$ cat src/rtl/uart_rx_sampler_pkg.sv
// uart_rx_sampler shared types
// receiver states, parity encodings, voter
package uart_rx_sampler_pkg;

  typedef enum logic [2:0] {
    IDLE,
    START,
    DATA,
    PARITY,
    STOP,
    BREAK
  } rx_state_e;

  localparam logic PARITY_EVEN = 1'b0;
  localparam logic PARITY_ODD  = 1'b1;

  function automatic logic maj3(
    input logic a,
    input logic b,
    input logic c
  );
    return (a & b) | (a & c) | (b & c);
  endfunction

endpackage

$ cat src/rtl/uart_rx_sampler_bit_sync.sv
// bit_sync: multi-flop synchroniser
// reset value selectable so idle lines stay idle
module bit_sync #(
  parameter int unsigned STAGES    = 2,
  parameter logic        RESET_VAL = 1'b1
) (
  input  logic clk_i,
  input  logic arst_ni,
  input  logic d_i,
  output logic q_o
);

  logic [STAGES-1:0] sync_q;

  // shift the raw input through the flop chain
  always_ff @(posedge clk_i or negedge arst_ni) begin
    if (!arst_ni) begin
      sync_q <= {STAGES{RESET_VAL}};
    end else begin
      sync_q <= STAGES'({sync_q, d_i});
    end
  end

  assign q_o = sync_q[STAGES-1];

endmodule

$ cat src/rtl/uart_rx_sampler.sv
// uart_rx_sampler: oversampled UART receive front-end
// start detect, mid-bit majority vote, parity/stop check
module uart_rx_sampler
  import uart_rx_sampler_pkg::*;
#(
  parameter int unsigned DATA_BITS   = 8,
  parameter int unsigned OSR         = 8,
  parameter int unsigned SYNC_STAGES = 2
) (
  input  logic                 clk_i,
  input  logic                 arst_ni,
  input  logic                 rx_i,
  input  logic                 parity_en_i,
  input  logic                 parity_type_i,
  input  logic                 data_ready_i,
  output logic [DATA_BITS-1:0] data_o,
  output logic                 data_valid_o,
  output logic                 parity_error_o,
  output logic                 frame_error_o,
  output logic                 overrun_o
);

  localparam int unsigned SW = $clog2(OSR);
  localparam int unsigned BW =
    (DATA_BITS > 1) ? $clog2(DATA_BITS) : 1;

  localparam logic [SW-1:0] SMP_ONE  = SW'(1);
  localparam logic [SW-1:0] SMP_LO   = SW'(OSR/2 - 1);
  localparam logic [SW-1:0] SMP_MID  = SW'(OSR/2);
  localparam logic [SW-1:0] SMP_HI   = SW'(OSR/2 + 1);
  localparam logic [SW-1:0] SMP_LAST = SW'(OSR - 1);
  localparam logic [BW-1:0] BIT_LAST = BW'(DATA_BITS - 1);

  rx_state_e state_q, state_d;

  logic [SW-1:0]        smp_q, smp_d;
  logic [BW-1:0]        bit_q, bit_d;
  logic [DATA_BITS-1:0] shift_q, shift_d;
  logic [DATA_BITS-1:0] data_q, data_d;
  logic [1:0]           vote_q, vote_d;
  logic                 par_q, par_d;
  logic                 pen_q, pen_d;
  logic                 ptype_q, ptype_d;
  logic                 valid_q, valid_d;
  logic                 perr_q, perr_d;
  logic                 ferr_q, ferr_d;

  logic rx_s;
  logic maj;
  logic decide;
  logic wrap;

  bit_sync #(
    .STAGES   (SYNC_STAGES),
    .RESET_VAL(1'b1)
  ) u_sync (
    .clk_i  (clk_i),
    .arst_ni(arst_ni),
    .d_i    (rx_i),
    .q_o    (rx_s)
  );

  assign maj    = maj3(vote_q[1], vote_q[0], rx_s);
  assign decide = (smp_q == SMP_HI);
  assign wrap   = (smp_q == SMP_LAST);

  // next-state, sampling and frame result logic
  always_comb begin
    state_d = state_q;
    smp_d   = smp_q;
    bit_d   = bit_q;
    shift_d = shift_q;
    data_d  = data_q;
    vote_d  = vote_q;
    par_d   = par_q;
    pen_d   = pen_q;
    ptype_d = ptype_q;
    valid_d = 1'b0;
    perr_d  = 1'b0;
    ferr_d  = 1'b0;

    if (state_q != IDLE) begin
      smp_d = wrap ? '0 : smp_q + SMP_ONE;
      if (smp_q == SMP_LO || smp_q == SMP_MID) begin
        vote_d = {vote_q[0], rx_s};
      end
    end

    unique case (state_q)
      IDLE: begin
        if (!rx_s) begin
          smp_d   = SMP_ONE;
          pen_d   = parity_en_i;
          ptype_d = parity_type_i;
          state_d = START;
        end
      end
      START: begin
        if (decide && maj) begin
          state_d = IDLE;
        end else if (wrap) begin
          bit_d   = '0;
          state_d = DATA;
        end
      end
      DATA: begin
        if (decide) begin
          shift_d = {maj, shift_q[DATA_BITS-1:1]};
        end
        if (wrap) begin
          if (bit_q == BIT_LAST) begin
            state_d = pen_q ? PARITY : STOP;
          end else begin
            bit_d = bit_q + BW'(1);
          end
        end
      end
      PARITY: begin
        if (decide) begin
          par_d = maj;
        end
        if (wrap) begin
          state_d = STOP;
        end
      end
      STOP: begin
        if (decide) begin
          if (maj) begin
            valid_d = 1'b1;
            data_d  = shift_q;
            perr_d  = pen_q &
              ((^shift_q ^ par_q) != ptype_q);
            state_d = IDLE;
          end else begin
            ferr_d  = 1'b1;
            state_d = BREAK;
          end
        end
      end
      BREAK: begin
        if (rx_s) begin
          state_d = IDLE;
        end
      end
      default: state_d = IDLE;
    endcase
  end

  // state and datapath registers
  always_ff @(posedge clk_i or negedge arst_ni) begin
    if (!arst_ni) begin
      state_q <= IDLE;
      smp_q   <= '0;
      bit_q   <= '0;
      shift_q <= '0;
      data_q  <= '0;
      vote_q  <= '0;
      par_q   <= 1'b0;
      pen_q   <= 1'b0;
      ptype_q <= 1'b0;
      valid_q <= 1'b0;
      perr_q  <= 1'b0;
      ferr_q  <= 1'b0;
    end else begin
      state_q <= state_d;
      smp_q   <= smp_d;
      bit_q   <= bit_d;
      shift_q <= shift_d;
      data_q  <= data_d;
      vote_q  <= vote_d;
      par_q   <= par_d;
      pen_q   <= pen_d;
      ptype_q <= ptype_d;
      valid_q <= valid_d;
      perr_q  <= perr_d;
      ferr_q  <= ferr_d;
    end
  end

  assign data_o         = data_q;
  assign data_valid_o   = valid_q;
  assign parity_error_o = perr_q;
  assign frame_error_o  = ferr_q;
  assign overrun_o      = valid_q & ~data_ready_i;

endmodule

$ cat config.mk
export PLATFORM = sky130hd
export DESIGN_NAME = uart_rx_sampler
export DESIGN_NICKNAME = d
export VERILOG_FILES = /design/src/rtl/uart_rx_sampler_pkg.sv /design/src/rtl/uart_rx_sampler_bit_sync.sv /design/src/rtl/uart_rx_sampler.sv
export SDC_FILE = /design/constraint.sdc
export NUM_CORES = 1
export LEC_CHECK = 0
export CAP_MARGIN = 40
export CORE_UTILIZATION = 55
export DETAILED_ROUTE_END_ITERATION = 10
export PLACE_DENSITY = 0.82
export RECOVER_POWER = 100
export SYNTH_ARGS = -nofsm -noshare
export SYNTH_HDL_FRONTEND = slang
export SYNTH_SLANG_ARGS = --single-unit
export TNS_END_PERCENT = 10
$ cat constraint.sdc
create_clock -name clk_i -period 2.3 [get_ports clk_i]
set_clock_uncertainty 0.15 [all_clocks]
set_input_delay 0.23 -clock clk_i [delete_from_list [all_inputs] [get_ports clk_i]]
set_output_delay 0.23 -clock clk_i [all_outputs]
set_load 0.05 [all_outputs]
==> metrics.cfg, run 1 <==
[finish]
regArea_um2=878
nFillCells=224
postLayoutCoreUtil=0.667
diodes=0
final_nets=165
syn2layout_area_growth_pct=12.4
final_area_um2=1890
drive_above_1_share=0.169
multiInputGateArea_um2=711

[status]
status=finished with violations
violations=DRC

[timing]
rsz0062_at_grt=false
drv_slew=0
worst_slack_ps=155
final-setup-viol-count=0
period_minus_slack_ps=2140
setup_tns_ps=0
fin_crit_sh=0.933
tightestPinTransition_ps=829
fmax_mhz=466
relSlewSlack=0.448
hold_violations=0

[yosys]
syn_nets=144
yosys_warnings=0
ys.flop_type=dfrtp_1
synth_cells=132
ys_seq_area_frac=0.523
avgSynthCellArea_um2=12.7
ys_types=34
async_flop_share=1.00
synth_edf_count=0
netlist_area_um2=1680
ys_seq_elements=35

[power_and_ir_drop]
peakVddDrop_v=0.000481
powerDensity_nw_per_um2=919
p_leak_nw=0.940

[worst_hold_path]
min_path_type=reg -> reg

[route]
viasPerCell=5.76
wl_met3_um=136
drt_iter0_markers=25
drtAntennaViolNets=0
avgRoutedWirePerCell_um=15.4
drt_first_pass_iters=7
num_vias=1066
drc=4
wl_met1_mm=1.33
wl_mm=2.85
route.top_layer_used=met4
wl_met2_mm=1.31

[die]
initial_core_util=0.594
fp.dieH_um=57.3
dieWidth_um=57.3
design.die.area_um2=3280
placeableCoreArea_um2=2830
top_level_ports=18
placementRows=19

[placement]
place_area_um2=1870
routabilityCongestion=0.913
port_buffers=17
dp_worst_setup_slack_ps=121
hpwl_mm=2.01

[global_routing]
grt_use_total=0.207
grt_pass1_vias=1077
antenna_found_initial=0
grt_pass1_wl_mm=4.95
grt_start_max_net_pins=36
grt-ovfl-total=0

[cts]
cts_max_level=2
cts_resized=0
clockBufferDepth=2
post_cts_buffers=0
path_clk_slew_ps=110
cts_tree=yes
clock-sinks=35
cts-root-buf=clkbuf_4
cts_buffers=5
ctsHoldBuffers=0
clock_latency_ps=350

[critical_path]
required_ps=2380
crit_type=reg -> reg
start_kind=register
crit_fanout=10
arrival_ps=2230
critPathCaptureType=register

[flow_run]
cap_viol_max_count=0

## layer usage
metal  global-route usage  vias to the layer above
met5                    0                        -
met4                0.115                        0
met3               0.0635                        9
met2                0.324                       26
met1                0.258                      529
li1                     -                      502
## power breakdown
part | switching [mW] | total, mW | internal [mW]
logic | 0.258 | 0.547 | 0.289
clock network | 0.204 | 0.322 | 0.118
registers | 0.139 | 0.866 | 0.727
## logic make-up (layout without fill, tap and decap cells)
family | count (synthesis) | in the layout | share of synthesized area
and+or+nand+nor | 33 | 33 | 0.113
buffers and inverters | 12 | 34 | 0.0358
muxes | 24 | 24 | 0.176
adders and majority gates | 7 | 7 | 0.0529
AOI/OAI and AO/OA | 13 | 13 | 0.0492
xor gates and xnor gates | 8 | 8 | 0.0499
DFF | 35 | 35 | 0.523
## Yosys cell counts, types with 2 or more instances
master	count	area share
a21oi_1	2	0.0060
nor3_1	2	0.0060
nand2_1	10	0.022
mux2_2	12	0.080
ha_1	6	0.045
or3_1	3	0.011
clkbuf_1	2	0.0045
mux2i_1	4	0.024
nor2_1	5	0.011
xnor2_1	6	0.031
nand2b_1	2	0.0075
mux2_4	8	0.072
dfrtp_1	33	0.49
inv_1	8	0.018
o21ai_0	5	0.015
nor2b_1	2	0.0075
buf_6	2	0.013
nand3_1	3	0.0089
dfstp_2	2	0.031
## area by class of cell
cell class | instances | share of cell area
inverter | 8 | 0.0159
sequential | 35 | 0.466
timing repair buffer | 18 | 0.0928
multi-input combinational | 85 | 0.377
tap | 31 | 0.0206
clock buffer | 6 | 0.0219
clock inverter | 2 | 0.00663
## critical path, stage by stage (launching register included)
cell     delay [ps]
dfstp_2         630
maj3_4          230
nand3_2         100
or3_1           530
mux2_1          390
## cell usage in the layout (no fill, tap or decap), types with 2 or more instances in the layout
cell type | netlist | routed
nor2b_1 | 2 | 2
nor3_1 | 2 | 2
nand3_1 | 3 | 3
mux2_1 | 0 | 8
mux2i_1 | 4 | 4
nor2_1 | 5 | 5
dfstp_2 | 2 | 2
ha_1 | 6 | 6
xnor2_1 | 6 | 6
clkdlybuf4s50_1 | 0 | 3
clkbuf_4 | 0 | 5
or3_1 | 3 | 3
dfrtp_1 | 33 | 33
nand2b_1 | 2 | 2
mux2_2 | 12 | 12
dlygate4sd3_1 | 0 | 14
inv_1 | 8 | 8
nand2_1 | 10 | 10
o21ai_0 | 5 | 5
a21oi_1 | 2 | 2
## flip-flops by register name, summed over array words and instances (netlist names)
| signal | flops |
|---|---|
| smp_q | 3 |
| data_valid_o | 1 |
| ptype_q | 1 |
| data_o | 8 |
| frame_error_o | 1 |
| shift_q | 8 |
| bit_q | 3 |
| par_q | 1 |
| vote_q | 2 |
| u_sync.sync_q | 2 |
| state_q | 3 |
| pen_q | 1 |
| parity_error_o | 1 |
## metrics by stage
step / hold slack [ps] / instances / total power, mW
floorplan: -216 / 132 / 1.30
CTS: 131 / 185 / 1.76
global route: 224 / 185 / 1.87
finish: 212 / 185 / 1.73
global placement: 196 / 177 / 1.40
detailed placement: 200 / 177 / 1.43
## path summary, 6_finish.rpt
kind,slack [ps],cells after the start,endpoint,startpoint
setup reg to reg,160,4,data_o[6],u_sync.sync_q[1]
min in group asynchronous,360,2,shift_q[6],arst_ni
setup / recovery,160,4,data_o[6],u_sync.sync_q[1]
hold / removal,210,0,u_sync.sync_q[1],u_sync.sync_q[0]
hold reg to reg,210,0,u_sync.sync_q[1],u_sync.sync_q[0]
max in group asynchronous,1110,2,smp_q[0],arst_ni
(Power assumes the default switching activity.)
==> run 2, diff against run 1 <==
--- a/config.mk
+++ b/config.mk
@@ -7,10 +7,12 @@
 export LEC_CHECK = 0
 export CAP_MARGIN = 40
 export CORE_UTILIZATION = 55
+export CTS_CLUSTER_DIAMETER = 50
 export DETAILED_ROUTE_END_ITERATION = 10
+export GPL_ROUTABILITY_DRIVEN = 0
 export PLACE_DENSITY = 0.82
 export RECOVER_POWER = 100
 export SYNTH_ARGS = -nofsm -noshare
 export SYNTH_HDL_FRONTEND = slang
 export SYNTH_SLANG_ARGS = --single-unit
-export TNS_END_PERCENT = 10
+export TNS_END_PERCENT = 5
==> metrics.cfg, run 2 (synthesis results as in run 1) <==
[critical_path]
required_ps=2370
path_delay_family=flip-flops
worst-path-stages=4
start_kind=register
critPathCaptureType=register
slowest_stage=dfstp_2
cp_slowest_stage_delay_ps=640
crit_fanout=10
crit_type=reg -> reg
r2r_cells=4
crit_buf_inv=0
path_cells=maj3_4, nand3_2, or3_1, mux2_1
arrival_ps=2210

[status]
violations=DRC
status=finished with violations

[cts]
ctsHoldBuffers=0
cts_resized=0
clock_latency_ps=360
cts-root-buf=clkbuf_4
cts_max_level=2
clock-sinks=35
cts_buffers=5
post_cts_buffers=0
clockBufferDepth=2
path_clk_slew_ps=90
cts_tree=yes

[finish]
stdcell_count=185
diodes=0
layout_commonest_cell=dfrtp_1
final_nets=165
syn2layout_area_growth_pct=12.6
drive_above_1_share=0.175
layout.cells.most_common_list=dfrtp_1, dlygate4sd3_1, mux2_2

[route]
drc=2
wl_mm=2.90
avgRoutedWirePerCell_um=15.7
drt_first_pass_iters=7
viasPerCell=5.75
drtAntennaViolNets=0
num_vias=1063
drt_iter0_markers=20

[placement]
hpwl_mm=2.03
dp.cells=177
port_buffers=17

[die]
fp.dieH_um=57.3
dieWidth_um=57.3
initial_core_util=0.594
placeableCoreArea_um2=2830
design.die.area_um2=3280
placementRows=19
top_level_ports=18

[global_routing]
grt-ovfl-total=0
grt_pass1_vias=1078
grt_start_max_net_pins=36
grt_pass1_wl_mm=4.89
antenna_found_initial=0
grt_use_total=0.204

[timing]
setup_tns_ps=0
drv_slew=0
whs_ps=214
period_minus_slack_ps=2140
tightestPinTransition_ps=848
final-setup-viol-count=0
rsz0062_at_grt=false
fmax_mhz=467
relSlewSlack=0.435
fin_crit_sh=0.931
hold_violations=0

[power_and_ir_drop]
p_switching_uw=624
powerDensity_nw_per_um2=930
switching_share=0.355
pwr-share-comb=0.315
p_leak_nw=0.939
p_clk_frac=0.193
peakVddDrop_v=0.000484
internal-power_mw=1.13
seqPwrFrac=0.492

[flow_run]
cap_viol_max_count=0

[worst_hold_path]
worstHoldPathCells=0
min_path_type=reg -> reg

[run 2: cell types whose count changed in the layout (fill, tap and decap cells not counted), sizes merged]
cell | before | now
clkbuf | 7 | 6
clkinvlp | 1 | 2
[run 2: area by class of cell]
| cell class | instances | area, um^2 |
|---|---|---|
| clock buffer | 5 | 37.5 |
| clock inverter | 3 | 20.0 |
| fill | 222 | 938 |
| inverter | 8 | 30.0 |
| multi-input combinational | 85 | 711 |
| sequential | 35 | 878 |
| tap | 31 | 38.8 |
| timing repair buffer | 18 | 175 |
[run 2: final timing paths]
path	from	endpoint	slack, ps
min in group asynchronous	arst_ni	par_q	350
worst max register to register	u_sync.sync_q[1]	data_o[0]	160
max in group asynchronous	arst_ni	smp_q[0]	1100
worst min-delay path	u_sync.sync_q[0]	u_sync.sync_q[1]	210
worst min register to register	u_sync.sync_q[0]	u_sync.sync_q[1]	210
worst max-delay path	u_sync.sync_q[1]	data_o[0]	160
[run 2: worst reg2reg max path: stages (launching register included)]
cell	delay, ps
dfstp_2	640
maj3_4	250
nand3_2	90
or3_1	520
mux2_1	390
[run 2: routing by layer]
metal	up-vias	wire, um	GRT usage
li1	502	-	-
met1	528	1270	0.250
met2	28	1440	0.331
met3	5	138	0.0499
met4	0	48	0.115
met5	-	0	0
[run 2: power groups by stage]
stage                     Clock [mW]  Sequential [mW]  Combinational (mW)
after global placement             0            0.867               0.526
final                          0.340            0.864               0.554
after detailed placement           0            0.875               0.557
after floorplan                    0            0.816               0.486
after global routing           0.373            0.884               0.617
after CTS                      0.346            0.863               0.559
[run 2: through the flow]
step | setup slack (ps) | area (um^2) | utilization | total power, mW
floorplan | 377 | 1680 | - | 1.30
global placement | 208 | 1870 | 0.659 | 1.39
detailed placement | 114 | 1870 | 0.659 | 1.43
CTS | 104 | 1920 | 0.680 | 1.77
global route | 81.1 | 1890 | 0.668 | 1.87
finish | 159 | 1890 | 0.668 | 1.76
==> run 3, diff against run 2 <==
--- a/config.mk
+++ b/config.mk
@@ -5,7 +5,7 @@
 export SDC_FILE = /design/constraint.sdc
 export NUM_CORES = 1
 export LEC_CHECK = 0
-export CAP_MARGIN = 40
+export CAP_MARGIN = 5
 export CORE_UTILIZATION = 55
 export CTS_CLUSTER_DIAMETER = 50
 export DETAILED_ROUTE_END_ITERATION = 10
==> results of run 3 <==
No change in the layout: final DEF, timing and power equal those of run 2.
